**src/rtl/ifetch_queue.sv**
```systemverilog
// Instruction prefetch queue: fetches aligned 64-bit words into a halfword ring
// buffer, decodes V850 instruction lengths and presents one instruction per cycle.
module ifetch_queue #(
  parameter int unsigned     PC_W     = 25,
  parameter int unsigned     DEPTH_HW = 16,
  parameter logic [PC_W-1:0] RESET_PC = '0
) (
  input  logic            clk,
  input  logic            reset,
  input  logic            redirect_i,
  input  logic [PC_W-1:0] redirect_pc_i,
  output logic            mem_req_o,
  output logic [PC_W-1:0] mem_addr_o,
  input  logic            mem_gnt_i,
  input  logic            mem_rvalid_i,
  input  logic [63:0]     mem_rdata_i,
  output logic            inst_valid_o,
  input  logic            inst_ready_i,
  output logic [63:0]     inst_o,
  output logic [1:0]      inst_len_o,
  output logic [PC_W-1:0] inst_pc_o
);

  localparam int unsigned      PTR_W       = $clog2(DEPTH_HW);
  localparam int unsigned      CNT_W       = PTR_W + 1;
  localparam logic [CNT_W-1:0] REQ_MAX_CNT = CNT_W'(DEPTH_HW - 4);
  localparam logic [PC_W-1:0]  RESET_FPC   = RESET_PC & ~(PC_W'(3));

  logic [15:0]      hw_q [DEPTH_HW];
  logic [PTR_W-1:0] head_q, head_d;
  logic [PTR_W-1:0] tail_q, tail_d;
  logic [CNT_W-1:0] count_q, count_d;
  logic [PC_W-1:0]  fetch_pc_q, fetch_pc_d;
  logic [PC_W-1:0]  head_pc_q, head_pc_d;
  logic [1:0]       skip_q, skip_d;
  logic             outstanding_q, outstanding_d;
  logic             drop_q, drop_d;

  logic [15:0]      head_hw;
  logic [1:0]       dec_len;
  logic [CNT_W-1:0] len_hw;
  logic [CNT_W-1:0] fill_hw;
  logic             grant;
  logic             fill;
  logic             pop;

  // Request whenever nothing is in flight and a full word is guaranteed to fit;
  // both terms are registered, so the request holds until granted.
  assign mem_req_o  = !reset && !outstanding_q && (count_q <= REQ_MAX_CNT);
  assign mem_addr_o = fetch_pc_q;

  assign grant   = mem_req_o && mem_gnt_i;
  assign fill    = mem_rvalid_i && !drop_q && !redirect_i;
  assign fill_hw = CNT_W'(3'd4 - {1'b0, skip_q});
  assign pop     = inst_valid_o && inst_ready_i;

  assign head_hw = hw_q[head_q];

  // Length decode of the head halfword (0=16, 1=32, 2=48, 3=64 bit)
  always_comb begin
    dec_len = 2'd1;
    if (head_hw[10:9] != 2'b11) begin
      dec_len = (head_hw[15:11] == 5'd0 && head_hw[9] && head_hw[7]) ? 2'd1 : 2'd0;
    end else if (head_hw[8:5] == 4'b1111) begin
      dec_len = 2'd3;
    end else if (head_hw[15:11] == 5'd0 && head_hw[8:6] == 3'b000) begin
      dec_len = 2'd2;
    end
  end

  assign len_hw       = CNT_W'(dec_len) + CNT_W'(1);
  assign inst_valid_o = !reset && !redirect_i && (count_q >= len_hw);

  // Head instruction assembly; halfwords beyond the decoded length read as zero
  always_comb begin
    inst_o     = '0;
    inst_len_o = '0;
    inst_pc_o  = '0;
    if (inst_valid_o) begin
      for (int k = 0; k < 4; k++) begin
        if (2'(k) <= dec_len) begin
          inst_o[16*k +: 16] = hw_q[head_q + PTR_W'(k)];
        end
      end
      inst_len_o = dec_len;
      inst_pc_o  = head_pc_q;
    end
  end

  // Next-state for pointers, fetch PC and handshake tracking; redirect wins
  always_comb begin
    head_d        = head_q;
    tail_d        = tail_q;
    count_d       = count_q;
    fetch_pc_d    = fetch_pc_q;
    head_pc_d     = head_pc_q;
    skip_d        = skip_q;
    outstanding_d = outstanding_q;
    drop_d        = drop_q;

    if (mem_rvalid_i) begin
      outstanding_d = 1'b0;
      drop_d        = 1'b0;
    end
    if (grant) begin
      outstanding_d = 1'b1;
      fetch_pc_d    = fetch_pc_q + PC_W'(4);
    end
    if (fill) begin
      tail_d = tail_q + PTR_W'(fill_hw);
      skip_d = 2'd0;
    end
    count_d = count_q + (fill ? fill_hw : '0) - (pop ? len_hw : '0);
    if (pop) begin
      head_d    = head_q + PTR_W'(len_hw);
      head_pc_d = head_pc_q + PC_W'(len_hw);
    end

    if (redirect_i) begin
      count_d    = '0;
      head_d     = '0;
      tail_d     = '0;
      head_pc_d  = redirect_pc_i;
      fetch_pc_d = redirect_pc_i & ~(PC_W'(3));
      skip_d     = redirect_pc_i[1:0];
      // Any request still in flight after this cycle belongs to the old stream
      drop_d     = outstanding_d;
    end
  end

  // Control state register
  always_ff @(posedge clk) begin
    if (reset) begin
      head_q        <= '0;
      tail_q        <= '0;
      count_q       <= '0;
      fetch_pc_q    <= RESET_FPC;
      head_pc_q     <= RESET_PC;
      skip_q        <= RESET_PC[1:0];
      outstanding_q <= 1'b0;
      drop_q        <= 1'b0;
    end else begin
      head_q        <= head_d;
      tail_q        <= tail_d;
      count_q       <= count_d;
      fetch_pc_q    <= fetch_pc_d;
      head_pc_q     <= head_pc_d;
      skip_q        <= skip_d;
      outstanding_q <= outstanding_d;
      drop_q        <= drop_d;
    end
  end

  // Ring buffer write: halfwords skip..3 of the returned word land at the tail
  always_ff @(posedge clk) begin
    if (fill) begin
      for (int k = 0; k < 4; k++) begin
        if (2'(k) >= skip_q) begin
          hw_q[tail_q + PTR_W'(k) - PTR_W'(skip_q)] <= mem_rdata_i[16*k +: 16];
        end
      end
    end
  end

endmodule

```
**config.mk**
```make
export PLATFORM = sky130hd
export DESIGN_NAME = ifetch_queue
export DESIGN_NICKNAME = d
export VERILOG_FILES = /design/src/rtl/ifetch_queue.sv
export SDC_FILE = /design/constraint.sdc
export NUM_CORES = 2
export LEC_CHECK = 0
export BUFFER_PORTS_ARGS = -buffer_cell sky130_fd_sc_hd__buf_2
export CAP_MARGIN = 20
export CORE_MARGIN = 2
export CORE_UTILIZATION = 60
export DETAILED_ROUTE_END_ITERATION = 10
export GPL_TIMING_DRIVEN = 0
export MAX_ROUTING_LAYER = met4
export PLACE_DENSITY_LB_ADDON = 0.3
export SLEW_MARGIN = 40
export SYNTH_ARGS = -nofsm -noshare
export SYNTH_HDL_FRONTEND = slang
export SYNTH_SLANG_ARGS = --single-unit
```
**constraint.sdc**
```tcl
create_clock -name clk -period 6.54 [get_ports clk]
set_input_delay 0.327 -clock clk [delete_from_list [all_inputs] [get_ports clk]]
set_output_delay 0.327 -clock clk [all_outputs]
set_load 0.02 [all_outputs]
```
==> summary.md <==
| Metric | Value |
|---|---|
| Outcome | `finished, violations left` |
| Failing checks | `design-rule violations` |
| Crit path launch type | `register` |
| Avg WL per Cell | `36.7 um` |
| Die Wd | `between 200 and 250 um` |
| Global-route wire length before repair | `around 190 mm` |
| Routability congestion estimate | `~1.2` |
| Final setup violation count | `0` |
| Die area | `0.0510 mm2` |
| Nets | `3,113` |
| Port bufs | `around 190` |
| Drt initial violations | `between 5,000 and 6,000` |
| Internal power | `4.61 mW` |
| Minimum clock period | `approximately 6.5 ns` |
| Total number of vias | `around 28,000` |
| CTS tree | `built` |
| GR Overflow Total | `0` |
| Most frequent cells in the layout | `303 x mux2i_1, 279 x mux4_2, 271 x buf_2` |
| Vias per cell | `7.73` |
| Final wirelength | `between 100 and 150 mm` |
| Maximum clock insertion buffer count | `3` |
| Fin. Hold Viols | `0` |
| Cell variety after synth | `71` |
| Comb pwr share | `between 30% and 40%` |
| Hold Crit Class | `primary input to register` |
| Slew HR | `between 30% and 40%` |
| Core Util, Final | `between 60% and 70%` |
| Most common cell after layout, fill and taps aside | `mux2i_1` |
| CP max FO | `10` |
| Area of the core | `0.0487 mm2` |
| Worst slew pin tran | `between 0.9 and 1 ns` |
| Clk pwr share | `29.8%` |
| First-pass DRT Iterations | `11` |
| Largest net degree at the start of global routing | `16` |
| Synthesized flop and latch total | `roughly 330` |
| Skew-Pair Late Insertion Delay | `slightly below 0.6 ns` |
| Sequential area share after synthesis | `30.7%` |
| CTS buffer count | `36` |
| Power per cell area | `between 200 and 250 mW/mm2` |
| Initial antenna violation count | `13` |
| Vias in the first global route | `~27,000` |
| Die Ht | `226 um` |
| Fillcell total | `3,744` |
| Finished Cell Area | `0.0332 mm2` |
| Clk root buf | `clkbuf_16` |
| Synth Warn # | `0` |
| Starting Density | `between 60% and 70%` |
| Clk sinks | `between 300 and 400` |
| RSZ-0062 raised after global routing | `no` |
| Standard-cell row count | `slightly above 80` |
| Fmax | `153 MHz` |
| Number of synthesized flops with an enable pin | `~260` |
| Leakage | `12.6 nW` |
| Worst Path Arrival | `about 6.2 ns` |
| # H-tree levels | `2` |
| Worst EP required | `approximately 6.2 ns` |
| Slew Limit Fails | `0` |
| Mapped cell area | `roughly 0.029 mm2` |
| Fin crit share | `about 100%` |
| Fraction of registers with async set/reset | `0%` |
| Post-CTS Hold Buffers | `0` |
| CTS clk-pin slew, worst paths | `0.07 ns` |
| Peak supply drop | `0.000195 V` |
| Top-level port count | `between 200 and 250` |
| Mapped Cells | `around 2,700` |
| Switch share | `between 30% and 40%` |
| Switching power total | `around 2.6 mW` |
| Area Growth Syn to Fin | `12.6%` |
| # DRC | `21` |
| Sequential group share of total power | `about a third` |
| All-layer global routing usage | `54.0%` |
| Worst setup EP type | `output port` |
| Clock skew | `about 0.022 ns` |
| Main flop type after synthesis | `edfxtp_1` |
| Placed wire-length estimate | `about 110 mm` |
| Final ANT Viol Nets | `0` |
| Syn avg cell area | `10.9 um2` |
| Max-cap violations | `0` |
| Setup CP Type | `register to output port` |
| DP Area | `approximately 0.032 mm2` |
| Layout cells sized above 1 | `approximately 30%` |
## cell families (layout without fill, tap and decap cells)
group                      after synthesis  count (layout)  synth area share (%)
other                                    1              17                0.0127
AOI/OAI and AO/OA                      577             577                  13.4
DFF                                    325             325                  30.7
and+or+nand+nor                        637             637                  10.1
buffers and inverters                  333             636                  4.81
adders and majority gates               47              47                  2.25
xor gates and xnor gates                57              57                  1.69
muxes                                  718             718                  37.0
## critical path, cell delays in order (launching register included)
cell and delay (ns):
dfxtp_1 0.33, buf_6 0.14, buf_2 0.33, inv_1 0.33, or3_1 0.46, a311oi_2 0.27, o22ai_1 0.10, and4bb_2 0.39
o211ai_1 0.24, ha_4 0.41, inv_1 0.07, ha_1 0.30, nor2b_1 0.14, o21ai_0 0.08, a21boi_1 0.32, o21ai_2 0.16
buf_4 0.19, clkbuf_1 0.35, a2111oi_1 0.68, buf_2 0.28
## cell type report
type	instances	area [um2]	area share (%)
Antenna cell	15	37.5	0.113
Buffer	290	1310	3.94
Clock buffer	40	916	2.76
Clock inverter	26	292	0.878
Inverter	41	159	0.479
Multi-Input combinational cell	2038	19300	58.1
Sequential cell	325	9070	27.3
Tap cell	664	831	2.50
Timing Repair Buffer	239	1300	3.92
## Yosys cell counts (all sizes together) (16+ instances only)
library cell | number | area share [%]
mux2i | 303 | 10
mux4 | 283 | 22
nor2 | 277 | 3.7
edfxtp | 256 | 26
clkbuf | 201 | 2.6
a211oi | 153 | 3.9
nand2 | 149 | 1.9
a21o | 134 | 3.4
mux2 | 132 | 5.0
a21oi | 109 | 1.8
buf | 91 | 1.7
o21ai | 81 | 1.4
dfxtp | 69 | 4.7
nor2b | 53 | 1.2
inv | 39 | 0.50
and2 | 38 | 0.81
ha | 37 | 1.6
nand3 | 30 | 0.54
xnor2 | 29 | 0.86
xor2 | 28 | 0.83
nor3 | 27 | 0.49
a2111oi | 16 | 0.56
## power groups by stage
stage	logic [mW]	clock network, mW	registers, mW
6_report	2.56	2.15	2.50
5_1_grt	2.62	2.18	2.49
4_1_cts	2.43	2.12	2.48
3_5_place_dp	2.38	0	2.52
3_3_place_gp	2.32	0	2.52
2_1_floorplan	1.60	0	2.47
## metrics by stage
step | worst slack, ns | power [mW] | setup TNS (ns) | cells | hold WS [ns]
floorplan | 0.752 | 4.07 | 0 | 2696 | 0.429
global placement | -1.13 | 4.83 | -7.63 | 3553 | 0.452
detailed placement | -1.15 | 4.90 | -7.75 | 3595 | 0.466
CTS | 0.0365 | 7.02 | 0 | 3664 | 0.0297
global route | 0.0110 | 7.30 | 0 | 3676 | 0.0649
finish | 0.0253 | 7.21 | 0 | 3678 | 0.0401
## state kept, by name, summed over array words and instances (netlist names), named ones only
signal and cells:
hw_q 256, head_pc_q 25, mem_addr_o 23, count_q 5, head_q 4, tail_q 4
skip_q 2, drop_q 1, outstanding_q 1
## final timing paths
check / start / end / slack (ns) / cells after the start
worst max-delay path: register / inst_o[59] / 0.03 / 19
worst min-delay path: redirect_pc_i[21] / mem_addr_o[21]$_SDFFE_PP0P_ / 0.04 / 3
worst max register to register: register / count_q[4]$_SDFF_PP0_ / 0.17 / 26
worst min register to register: head_pc_q[24]$_SDFFE_PP0P_ / head_pc_q[24]$_SDFFE_PP0P_ / 0.48 / 1
## per-layer routing
layer / up-vias / global-route usage, % / wire (um)
met3: 854 / 27.6 / 24500
met5: - / - / 0
met1: 13500 / 62.6 / 44700
met4: 0 / 31.8 / 10900
li1: 11000 / - / -
met2: 3085 / 74.8 / 54700
## repair_timing
item / CTS / global route
pin swaps: 3 / 3
resized for setup: 20 / 15
buffers inserted: 3 / 1
setup endpoints to repair: 101 / 26
(Power assumes the default switching activity.)
